===== src/rtl/led7_pkg.sv =====
// Shared constants and the position-advance rule for the running-segment sequencer.
package led7_pkg;

   localparam int IDX_W        = 4;
   localparam int IDX_LAST_DEF = 11;

   localparam logic [1:0] ST_STOP      = 2'd0;
   localparam logic [1:0] ST_RUN       = 2'd1;
   localparam logic [1:0] ST_STEP_HOLD = 2'd2;

   // One step around the ring, wrapping between last and 0 in either direction.
   function automatic logic [IDX_W-1:0] idx_advance(input logic [IDX_W-1:0] cur,
                                                    input logic             rev,
                                                    input logic [IDX_W-1:0] last);
      if (rev)
         return (cur == '0) ? last : cur - IDX_W'(1);
      else
         return (cur == last) ? '0 : cur + IDX_W'(1);
   endfunction

endpackage


===== src/rtl/led7_prescaler.sv =====
// Step-rate prescaler: counts while run is high and flags the cycle the limit is reached.
module led7_prescaler #(
   parameter int CNT_W = 25
) (
   input  logic             clk,
   input  logic             rst,
   input  logic             run,
   input  logic [CNT_W-1:0] limit,
   output logic             tick
);

   logic [CNT_W-1:0] count;

   // A >= compare lets a speed increase that overshoots the new limit fire on the very next cycle.
   assign tick = run && (count >= limit - CNT_W'(1));

   always_ff @(posedge clk or posedge rst) begin
      if (rst)
         count <= '0;
      else if (!run || tick)
         count <= '0;
      else
         count <= count + CNT_W'(1);
   end

endmodule


===== src/rtl/led7_ring_seq.sv =====
// Position sequencer for the two-digit running-segment animation: free-run or
// single-step through positions 0..IDX_LAST, forward or reverse.
module led7_ring_seq
   import led7_pkg::*;
#(
   parameter int CLK_DIV  = 25000000,
   parameter int IDX_LAST = IDX_LAST_DEF
) (
   input  logic             clk,
   input  logic             rst,
   input  logic             en,
   input  logic             dir,
   input  logic [1:0]       speed,
   input  logic             step_req,
   output logic             step_ack,
   output logic [IDX_W-1:0] idx,
   output logic             tick,
   output logic             lap,
   output logic             running
);

   localparam int CNT_W = $clog2(CLK_DIV + 1);
   localparam logic [IDX_W-1:0] LAST = IDX_W'(IDX_LAST);

   logic [1:0]       state;
   logic [1:0]       state_nxt;
   logic             do_step;
   logic             pre_tick;
   logic             adv;
   logic             wrap;
   logic [CNT_W-1:0] limit;

   assign limit = CNT_W'(CLK_DIV) >> speed;

   // Dropping en in RUN stops the prescaler on that same edge, so no late tick slips out.
   led7_prescaler #(.CNT_W(CNT_W)) u_prescaler (
      .clk   (clk),
      .rst   (rst),
      .run   ((state == ST_RUN) && en),
      .limit (limit),
      .tick  (pre_tick)
   );

   always_comb begin
      state_nxt = state;
      do_step   = 1'b0;
      case (state)
         ST_STOP: begin
            if (en)
               state_nxt = ST_RUN;
            else if (step_req) begin
               state_nxt = ST_STEP_HOLD;
               do_step   = 1'b1;
            end
         end
         ST_RUN: begin
            if (!en)
               state_nxt = ST_STOP;
         end
         ST_STEP_HOLD: begin
            if (!step_req)
               state_nxt = en ? ST_RUN : ST_STOP;
         end
         default: state_nxt = ST_STOP;
      endcase
   end

   assign adv  = pre_tick || do_step;
   assign wrap = dir ? (idx == '0) : (idx == LAST);

   // idx and the event pulses share one edge so lap always lines up with tick/step_ack.
   always_ff @(posedge clk or posedge rst) begin
      if (rst) begin
         state    <= ST_STOP;
         idx      <= '0;
         tick     <= 1'b0;
         step_ack <= 1'b0;
         lap      <= 1'b0;
      end else begin
         state    <= state_nxt;
         tick     <= pre_tick;
         step_ack <= do_step;
         lap      <= adv && wrap;
         if (adv)
            idx <= idx_advance(idx, dir, LAST);
      end
   end

   assign running = (state == ST_RUN);

endmodule

===== config.mk =====
export PLATFORM = sky130hd
export DESIGN_NAME = led7_ring_seq
export DESIGN_NICKNAME = d
export VERILOG_FILES = /design/src/rtl/led7_pkg.sv /design/src/rtl/led7_prescaler.sv /design/src/rtl/led7_ring_seq.sv
export SDC_FILE = /design/constraint.sdc
export NUM_CORES = 1
export LEC_CHECK = 0
export CORE_UTILIZATION = 51
export CTS_CLUSTER_DIAMETER = 40
export CTS_CLUSTER_SIZE = 20
export DETAILED_ROUTE_END_ITERATION = 7
export GPL_TIMING_DRIVEN = 1
export PLACE_DENSITY = 0.7
export SYNTH_ARGS = -nofsm -noshare
export SYNTH_HDL_FRONTEND = slang
export SYNTH_HIERARCHICAL = 1
export SYNTH_SLANG_ARGS = --single-unit

===== constraint.sdc =====
create_clock -name clk -period 3.35 [get_ports clk]
set_input_delay 0.335 -clock clk [delete_from_list [all_inputs] [get_ports clk]]
set_output_delay 0.335 -clock clk [all_outputs]
set_load 0.01 [all_outputs]

==> impl_metrics.py <==
metrics = {
    "status": {
        "status": "complete, no violations",
    },
    "grt": {
        "grt_antenna_before_repair": 0,
        "grt_overflow": 0,
        "grt_max_degree": 26,
        "grt_pass1_vias": 2350,
        "grt_pass1_wl_um": 10600,
        "grt_use_total_pct": 22.4,
    },
    "setup_path": {
        "timing.rr.start": "u_prescaler/count[23]",
        "reg2reg_depth": 9,
        "critPathMaxStageDelay_ns": 0.37,
        "slowest_stage": "o31a_1",
        "path_max_fanout": 6,
        "path_buf_inv": 2,
        "cp_top_family": "compound AO/OA/AOI/OAI gates",
        "cp.required_ns": 3.51,
        "cp_num_cells": 16,
        "worstSetupEndpointType": "flop",
        "arrival_ns": 3.04,
        "worstSetupPathType": "primary input to flop",
        "startpoint": "speed[1]",
        "path_cells": "dlymetal6s2s_1, nand2b_1, inv_1, nor4_4, nand3_1, nor2_1, xnor2_1, ha_1, a21oi_1, o21ai_0, nand2_1, o211ai_2, o31a_1, o221ai_1, a2bb2oi_1, o31ai_1",
        "start_kind": "primary input",
    },
    "yosys": {
        "ys.flop_type": "dfrtp_1",
        "yosysWarningCount": 6,
        "syn_inst": 322,
        "ys_ff_latch": 34,
        "synth-edff-count": 0,
        "ys_types": 45,
        "ys_seq_area_share_pct": 30.1,
        "synth.cell_area_um2": 2830,
        "synthArstFlopShare_pct": 100,
        "avgSynthCellArea_um2": 8.78,
    },
    "placed_design": {
        "portBuffers": 14,
        "dp.cells": 441,
        "gp_congestion": 0.854,
        "place_area_um2": 3270,
        "hpwlAfterDp_um": 4500,
    },
    "floorplanning": {
        "die_x_um": 76.5,
        "num_rows": 26,
        "core_area_um2": 5240,
        "initial_core_util_pct": 54.0,
        "io_pins": 15,
        "die_h_um": 76.5,
        "die_area_um2": 5850,
    },
    "drt": {
        "totalWireLength_um": 5860,
        "ant_nets": 0,
        "firstDrtPassIters": 4,
        "drc_errors": 0,
        "drtIter0Drc": 115,
        "via_per_inst": 5.19,
        "vias": 2332,
        "post_drt_wl_per_cell_um": 13.0,
    },
    "min_path": {
        "timing.hold.worst.class": "primary input to async pin",
    },
    "cts": {
        "htreeDepth": 2,
        "clockBufferDepth": 2,
        "cts_root_buf": "clkbuf_8",
        "cts_hold_buf": 0,
        "worst_skew_pair.late_latency_ns": 0.29,
        "cts_tree": "built",
        "cts.sinks": 34,
        "numCtsBuffers": 5,
        "clk_pin_slew_ns": 0.07,
    },
    "timing": {
        "max_slew.worst_pin.slew_ns": 0.961,
        "clock_skew_ns": 0.00395,
        "finalSetupTns_ns": 0,
        "finalCriticalPeriod_ns": 2.88,
        "rsz0062_at_grt": "false",
        "hold_viol": 0,
        "fin_crit_sh_pct": 86.0,
        "slew_headroom_pct": 35.9,
        "max_freq_ghz": 0.347,
        "slew_violations": 0,
        "setup_violations": 0,
    },
    "layout": {
        "layout_commonest_cell": "xnor2_1",
        "finalInstanceArea_um2": 3400,
        "syn_to_final_growth_pct": 20.2,
        "num-nets-final": 414,
        "seqCellArea_um2": 851,
        "most-common-layout-cells": "xnor2_1 (38), dfrtp_1 (34), nor3_1 (33)",
        "drive_above_1_share_pct": 14.5,
        "multi_input_area_um2": 1960,
        "fillers": 473,
        "antenna_cells": 0,
        "instances_no_fill": 449,
        "fin_util_pct": 64.9,
    },
    "pwr": {
        "p_leak_nw": 1.39,
        "total_power_mw": 1.16,
        "power.density_nw_per_um2": 340,
        "ir_drop_uv": 318,
    },
    "flow_run": {
        "maxCapViolCount": 0,
    },
}
[synthesized netlist by cell type (2+ instances only)]
cell type  number  area (um^2)
a21oi_1        15         75.1
a2bb2oi_1       2         17.5
and2_1          4         25.0
buf_2           5         25.0
clkbuf_1        3         11.3
conb_1          2         7.51
dfrtp_1        34          851
ha_1           29          363
inv_1          19         71.3
nand2_1        23         86.3
nand2b_1        3         18.8
nand3_1        11         55.1
nand4_1         6         37.5
nor2_1         26         97.6
nor2_2          3         18.8
nor2b_1         4         25.0
nor3_1         35          175
nor3_2          5         50.1
nor3b_1         2         15.0
nor4_1          4         25.0
nor4_4          3         63.8
o21ai_0         8         40.0
o31ai_1         2         15.0
or2_2           2         12.5
or3_4           2         22.5
or4_1           5         37.5
xnor2_1        38          333
xor2_1         10         87.6
[worst paths after layout]
check / to / slack [ns]
setup reg to reg: idx[0] / 0.95
max in group asynchronous: u_prescaler/count[18] / 2.17
hold / removal: tick / 0.33
hold reg to reg: state[1] / 0.53
min in group clk: state[1] / 0.53
setup / recovery: idx[3] / 0.47
[logic make-up (layout without fill, tap and decap cells)]
| group | after synthesis | count (layout) | share of synthesized area, % |
|---|---|---|---|
| and+or+nand+nor | 145 | 145 | 30.1 |
| other | 2 | 22 | 0.266 |
| adders and majority gates | 29 | 29 | 12.8 |
| buffers and inverters | 27 | 64 | 3.81 |
| DFF | 34 | 34 | 30.1 |
| xor gates and xnor gates | 48 | 48 | 14.9 |
| AOI/OAI and AO/OA | 37 | 37 | 8.05 |
[flip-flops by register name (all words and copies together) (netlist names)]
signal / count
idx: 4
lap: 1
state: 2
step_ack: 1
tick: 1
u_prescaler/count: 25
[per-layer routing]
metal  global-route usage (%)  vias up  wire (um)
met2                     36.8       20       2810
li1                         -     1212          -
met3                     3.59        8        148
met5                        0        -          0
met4                     7.12        0         59
met1                     30.1     1092       2840
[per-stage QoR]
step                      setup WS [ns]  hold slack [ns]
after CTS                         0.116            0.344
final                             0.468            0.334
after global placement          -0.0941            0.516
after detailed placement         -0.167            0.530
after floorplan                   0.282            0.163
after global routing              0.214            0.392
[where the power goes]
group / leakage [nW] / switching, mW / internal, mW
sequential: 0.464 / 0.0487 / 0.436
clock: 0.0575 / 0.148 / 0.208
combinational: 0.872 / 0.155 / 0.160
[what timing repair did]
| action | 4_1_cts | 5_1_grt |
|---|---|---|
| setup buffers | 0 | 0 |
| endpoints found under the setup margin | 0 | 5 |
| gates resized for setup | 0 | 6 |
[area by class of cell]
cell class / instances / area share [%]
Clock buffer: 8 / 3.24
Timing Repair Buffer: 37 / 9.35
Tap cell: 70 / 2.58
Sequential cell: 34 / 25.0
Multi-Input combinational cell: 281 / 57.7
Inverter: 19 / 2.10
Power figures use the tool's default switching activity.
